<file path="config.mk">
export PLATFORM = sky130hd
export DESIGN_NAME = cd_rx_fetch
export DESIGN_NICKNAME = d
export VERILOG_FILES = /design/src/rtl/cd_rx_fetch.sv
export SDC_FILE = /design/constraint.sdc
export NUM_CORES = 1
export LEC_CHECK = 0
export ABC_AREA = 1
export ABC_CLOCK_PERIOD_IN_PS = 1800
export BUFFER_PORTS_ARGS = -buffer_cell sky130_fd_sc_hd__buf_2
export CORE_ASPECT_RATIO = 0.9
export CORE_MARGIN = 2
export CORE_UTILIZATION = 40
export DETAILED_ROUTE_END_ITERATION = 16
export SLEW_MARGIN = 30
export SYNTH_ARGS = -nofsm -noshare
export SYNTH_HDL_FRONTEND = slang
export SYNTH_SLANG_ARGS = --single-unit
</file>
<file path="constraint.sdc">
create_clock -name clk -period 1.8 [get_ports clk]
set_input_delay 0.27 -clock clk [delete_from_list [all_inputs] [get_ports clk]]
set_output_delay 0.27 -clock clk [all_outputs]
set_load 0.005 [all_outputs]
</file>
<file path="src/rtl/cd_rx_fetch.sv">
// cd_rx_fetch: autonomous CSR-bus master that drains received CDBUS frames.
// Polls INT_FLAG, clears RX error/lost flags, rewinds the RX read pointer,
// streams header (src, dst, len) plus payload over valid/ready, then
// releases the RX page. A frame whose length byte exceeds MAX_LEN is
// dropped after its two address bytes have been streamed.
module cd_rx_fetch #(
    parameter int unsigned POLL_DIV = 1000,
    parameter int unsigned MAX_LEN  = 253
) (
    input  logic       clk,
    input  logic       reset_n,
    input  logic       enable,
    input  logic       irq,
    output logic [4:0] csr_address,
    output logic       csr_read,
    output logic       csr_write,
    output logic [7:0] csr_writedata,
    input  logic [7:0] csr_readdata,
    output logic [7:0] m_data,
    output logic       m_valid,
    output logic       m_last,
    input  logic       m_ready,
    output logic       busy,
    output logic [7:0] frame_cnt,
    output logic [7:0] err_cnt
);

    localparam logic [4:0]  ADDR_INT_FLAG  = 5'h10;
    localparam logic [4:0]  ADDR_RX        = 5'h14;
    localparam logic [4:0]  ADDR_RX_CTRL   = 5'h16;
    localparam logic [7:0]  CTRL_RST_PTR   = 8'h01;
    localparam logic [7:0]  CTRL_PAGE_DONE = 8'h02;
    localparam logic [7:0]  CTRL_CLR_FLAGS = 8'h0C;
    localparam logic [15:0] POLL_RELOAD    = 16'(POLL_DIV - 1);
    localparam logic [7:0]  MAX_LEN_B      = 8'(MAX_LEN);

    typedef enum logic [2:0] {
        S_IDLE,
        S_POLL,
        S_CLR,
        S_RST,
        S_RD,
        S_DRAIN,
        S_DONE,
        S_DISC
    } state_t;

    state_t      state;
    logic [15:0] poll_cnt;
    logic        poll_rd;    // INT_FLAG read strobe, high for the whole POLL cycle
    logic        pend_q;     // rx_pending captured during POLL
    logic        in_hdr;     // still reading src/dst/len
    logic [7:0]  rem;        // bytes left: header bytes first, then payload
    logic        poll_go;
    logic        out_free;
    logic        rd_fire;
    logic [8:0]  err_sum;

    // The output register can take a new byte when empty or being emptied now.
    assign out_free = !m_valid || m_ready;
    // RX reads are gated by the consumer in the same cycle, so this strobe is
    // decoded from state and m_ready to sustain one byte per clock.
    assign rd_fire  = (state == S_RD) && out_free;
    assign csr_read = poll_rd | rd_fire;
    assign poll_go  = enable && ((poll_cnt == 16'd0) || irq);
    assign busy     = (state != S_IDLE);

    // Error counter plus the lost/error bits of the INT_FLAG value being read.
    always_comb begin
        err_sum = {1'b0, err_cnt} + 9'(csr_readdata[2]) + 9'(csr_readdata[3]);
    end

    // Fetch sequencer: CSR accesses, stream output register and counters.
    always_ff @(posedge clk or negedge reset_n) begin
        if (!reset_n) begin
            state         <= S_IDLE;
            poll_cnt      <= POLL_RELOAD;
            poll_rd       <= 1'b0;
            pend_q        <= 1'b0;
            in_hdr        <= 1'b0;
            rem           <= 8'd0;
            csr_address   <= 5'd0;
            csr_write     <= 1'b0;
            csr_writedata <= 8'd0;
            m_data        <= 8'd0;
            m_valid       <= 1'b0;
            m_last        <= 1'b0;
            frame_cnt     <= 8'd0;
            err_cnt       <= 8'd0;
        end else begin
            // Every access is a single-cycle strobe.
            csr_write <= 1'b0;
            poll_rd   <= 1'b0;
            // A handshake empties the output register unless RD refills it.
            if (m_valid && m_ready) begin
                m_valid <= 1'b0;
                m_last  <= 1'b0;
            end

            case (state)
                S_IDLE: begin
                    if (poll_go) begin
                        state       <= S_POLL;
                        poll_rd     <= 1'b1;
                        csr_address <= ADDR_INT_FLAG;
                        poll_cnt    <= POLL_RELOAD;
                    end else if (poll_cnt != 16'd0) begin
                        poll_cnt <= poll_cnt - 16'd1;
                    end
                end

                S_POLL: begin
                    // The POLL cycle counts toward the interval, so idle
                    // polls are POLL_DIV cycles apart.
                    if (poll_cnt != 16'd0) poll_cnt <= poll_cnt - 16'd1;
                    pend_q <= csr_readdata[1];
                    if (csr_readdata[2] || csr_readdata[3]) begin
                        err_cnt       <= err_sum[8] ? 8'hFF : err_sum[7:0];
                        csr_write     <= 1'b1;
                        csr_address   <= ADDR_RX_CTRL;
                        csr_writedata <= CTRL_CLR_FLAGS;
                        state         <= S_CLR;
                    end else if (csr_readdata[1]) begin
                        csr_write     <= 1'b1;
                        csr_address   <= ADDR_RX_CTRL;
                        csr_writedata <= CTRL_RST_PTR;
                        state         <= S_RST;
                    end else begin
                        state <= S_IDLE;
                    end
                end

                S_CLR: begin
                    if (pend_q) begin
                        csr_write     <= 1'b1;
                        csr_address   <= ADDR_RX_CTRL;
                        csr_writedata <= CTRL_RST_PTR;
                        state         <= S_RST;
                    end else begin
                        state <= S_IDLE;
                    end
                end

                S_RST: begin
                    // Always rewind first so an interrupted page is re-read whole.
                    rem         <= 8'd3;
                    in_hdr      <= 1'b1;
                    csr_address <= ADDR_RX;
                    state       <= S_RD;
                end

                S_RD: begin
                    if (rd_fire) begin
                        if (in_hdr && (rem == 8'd1)) begin
                            // Length byte decides between streaming and discard.
                            if (csr_readdata > MAX_LEN_B) begin
                                m_valid       <= 1'b0;
                                m_last        <= 1'b0;
                                err_cnt       <= (err_cnt == 8'hFF) ? 8'hFF : err_cnt + 8'd1;
                                csr_write     <= 1'b1;
                                csr_address   <= ADDR_RX_CTRL;
                                csr_writedata <= CTRL_PAGE_DONE;
                                state         <= S_DISC;
                            end else begin
                                m_data  <= csr_readdata;
                                m_valid <= 1'b1;
                                m_last  <= (csr_readdata == 8'd0);
                                rem     <= csr_readdata;
                                in_hdr  <= 1'b0;
                                if (csr_readdata == 8'd0) state <= S_DRAIN;
                            end
                        end else begin
                            m_data  <= csr_readdata;
                            m_valid <= 1'b1;
                            rem     <= rem - 8'd1;
                            if (!in_hdr && (rem == 8'd1)) begin
                                m_last <= 1'b1;
                                state  <= S_DRAIN;
                            end else begin
                                m_last <= 1'b0;
                            end
                        end
                    end
                end

                S_DRAIN: begin
                    // Release the page only once the last byte has been taken.
                    if (out_free) begin
                        frame_cnt     <= frame_cnt + 8'd1;
                        csr_write     <= 1'b1;
                        csr_address   <= ADDR_RX_CTRL;
                        csr_writedata <= CTRL_PAGE_DONE;
                        state         <= S_DONE;
                    end
                end

                S_DONE: begin
                    // Check straight away for a further pending frame.
                    if (enable) begin
                        state       <= S_POLL;
                        poll_rd     <= 1'b1;
                        csr_address <= ADDR_INT_FLAG;
                        poll_cnt    <= POLL_RELOAD;
                    end else begin
                        state <= S_IDLE;
                    end
                end

                S_DISC: begin
                    state <= S_IDLE;
                end

                default: begin
                    state <= S_IDLE;
                end
            endcase
        end
    end

endmodule

</file>
==> reports/results.txt <==
Status = completed
Post-DRT Antenna Nets = 0
Synthesized area = 3900 um2
Netlist cell types = 40
Reg2reg setup slack = 0.09 ns
Min cycle time layout = 1.72 ns
CTS clock-pin slew for the worst setup and hold paths = 0.08 ns
Num CTS Buffers = 9
Max incr delay on CP = 0.49 ns
DIE AREA = 10600 um2
Clk root buf = clkbuf_8
First-pass GRT wire length = 15300 um
Total number of vias = 3585
Post-Syn Instances = 518
DRC Markers = 0
Pleak = 0.00240 uW
Cell with the most instances after synthesis = nand2_1
Routed vias/inst = 4.94
Core ar. = 9570 um2
Fin. max-slew vios = 0
Ant diodes = 0
Post-Place Worst Slack = -0.101 ns
Nets = 615
Detailed Route Iter0 Violations = 148
DP Wirelength = 6880 um
Layout cell share with drive strength beyond 1 = 26.4%
Slowest CP cell = dfrtp_2
Count of input and output buffers = 48
Number of global-route vias before repair = 3299
Ys async rst share = 100%
Antenna violations before repair = 0
Fin. Hold Viols = 0
DIE HEIGHT = 97.7 um
CTS tree = built
Finished Cell Area = 4740 um2
Core Rows = 34
I/O Pins = 55
Flop pwr share = 33.9%
Post-synth EDFFs = 0
Drt wl/cell = 12.8 um
Sw frac = 42.4%
Clk network pwr share = 19.3%
Nature of the critical path startpoint = register
Gr usage total = 18.0%
CP Capture Type = primary output
Post-synthesis sequential area ratio = 40.6%
Worst Hold Class = primary input to register
YS warnings = 0
Die width = 108 um
Synth Flop Type = dfrtp_1
RSZ-0062 raised after global routing = yes
CP max FO = 9
Total grt overflow = 0
Synth top area share = 35.2%
Endpoints failing setup = 0
Worst EP required = 1.53 ns
Fmax = 0.581 GHz
Fin worst setup slack = 0.0785 ns
P_sw = 3060 uW
Initial core utilization = 40.8%
CP Cell Sequence = nand3_4 -> nor2_4 -> or2_2 -> buf_2
Synth-to-Final Area Change = 21.3%
Worst-Skew Late Latency = 0.34 ns
Max-cap violations = 0
Post-Route Utilization = 49.5%
Clock Skew = 0.0122 ns
Pint = 4150 uW
Sink Count = 63
Pwr per Cell Area = 1520 nW/um2
DRT Wirelength = 9250 um
H-tree levels = 3
Final period utilization = 95.6%
Placed Area = 4340 um2
Comb pwr share = 46.8%
Worst EP arrival = 1.45 ns
Gpl congestion = 0.886
CP Class = register to primary output
Total power = 7210 uW
Avg Inst Size Synth = 7.54 um2
Most instantiated cells after synthesis = nand2_1, nor2_1, dfrtp_1
DRT Pass-1 Iters = 5
Cell taking the most area after synthesis = dfrtp_1
Worst VDD drop = 0.822 mV
Top cells by area, synth = dfrtp_1, nand2_1, nand3_1, dfstp_2, nor2_1
CTS Buffer Depth = 2
Number of synthesized register bits = 63
Largest net degree at the start of global routing = 38
[worst paths after layout]
path	startpoint	endpoint	cells after the start
max	state[2]	csr_read	4
min	csr_readdata[4]	m_data[4]	3
max reg2reg	rem[1]	csr_address[1]	11
min reg2reg	csr_address[4]	csr_address[4]	2
max in group asynchronous	reset_n	err_cnt[4]	3
min in group asynchronous	reset_n	csr_write	3
[worst max-delay path, delay by kind of cell (launching register included)]
family,cells,cell delay (ns)
flip-flops,1,0.49
AND/OR/NAND/NOR,3,0.49
buffers and inverters,1,0.14
[through the flow]
stage | cells | hold slack, ns | setup TNS, ns
final | 725 | 0.208 | 0
after global routing | 725 | 0.199 | -0.133
after global placement | 699 | 0.296 | -0.0927
after CTS | 716 | 0.189 | 0
after detailed placement | 699 | 0.298 | -0.539
after floorplan | 523 | -0.0256 | 0
[flip-flops by register name, indices dropped and copies added, names as in the netlist, 3 cells and up]
register       flops
state              3
frame_cnt          8
poll_cnt          16
csr_address        3
csr_writedata      3
err_cnt            8
rem                8
m_data             8
[per-layer routing]
layer  global-route usage, %  up-vias  part of all wire [%]
li1                        -     1802                     -
met1                    26.4     1700                    50
met2                    27.0       75                    46
met3                    3.67        8                   3.2
met4                    5.03        0                  0.97
met5                       0        -                     0
[logic make-up after synthesis]
group | Yosys count | synth area share, %
adders and majority gates | 8 | 2.76
other | 1 | 0.0960
xor gates and xnor gates | 19 | 4.26
AOI/OAI and AO/OA | 55 | 7.95
and+or+nand+nor | 294 | 35.4
DFF | 63 | 40.6
buffers and inverters | 78 | 8.91
[layout make-up]
cell class	instances	area, um2
Fill cell	976	4840
Multi-Input combinational cell	382	2080
Sequential cell	63	1590
Timing Repair Buffer	74	438
Inverter	64	248
Tap cell	126	158
Clock buffer	11	141
Clock inverter	5	81.3
[power groups by stage]
stage,Combinational (uW),Sequential (uW),Clock (uW)
after global placement,3140,2420,0
after global routing,3830,2520,1510
after detailed placement,3190,2430,0
after floorplan,2360,2320,0
final,3370,2450,1390
after CTS,3220,2420,1420
[layout by cell type (no fill, tap or decap), types with 5 or more instances in the layout]
cell      netlist  routed
dfrtp_1        55      52
buf_2           3      48
buf_4           9      25
inv_1          49      47
o21ai_0        12      11
clkbuf_8        0      10
nor2_1         56      53
nand2_2         7       7
dfstp_2         8       8
xnor2_1         5       5
conb_1          1       6
xor2_1         14      14
o21ai_1        26      26
nor2_4          5       8
inv_2          14      14
nor3_1          5       5
nand2_1       143     140
o22ai_1         6       6
nand4_1        14      14
ha_1            7       5
nand3_1        44      42
[repair_timing]
item,CTS,global route
gates resized for setup,4,25
buffers inserted,0,9
hold buffers,1,0
endpoints found under the hold margin,28,0
pin swaps,0,5
setup endpoints to repair,7,31
No activity file was read; power rests on OpenSTA's default activity.
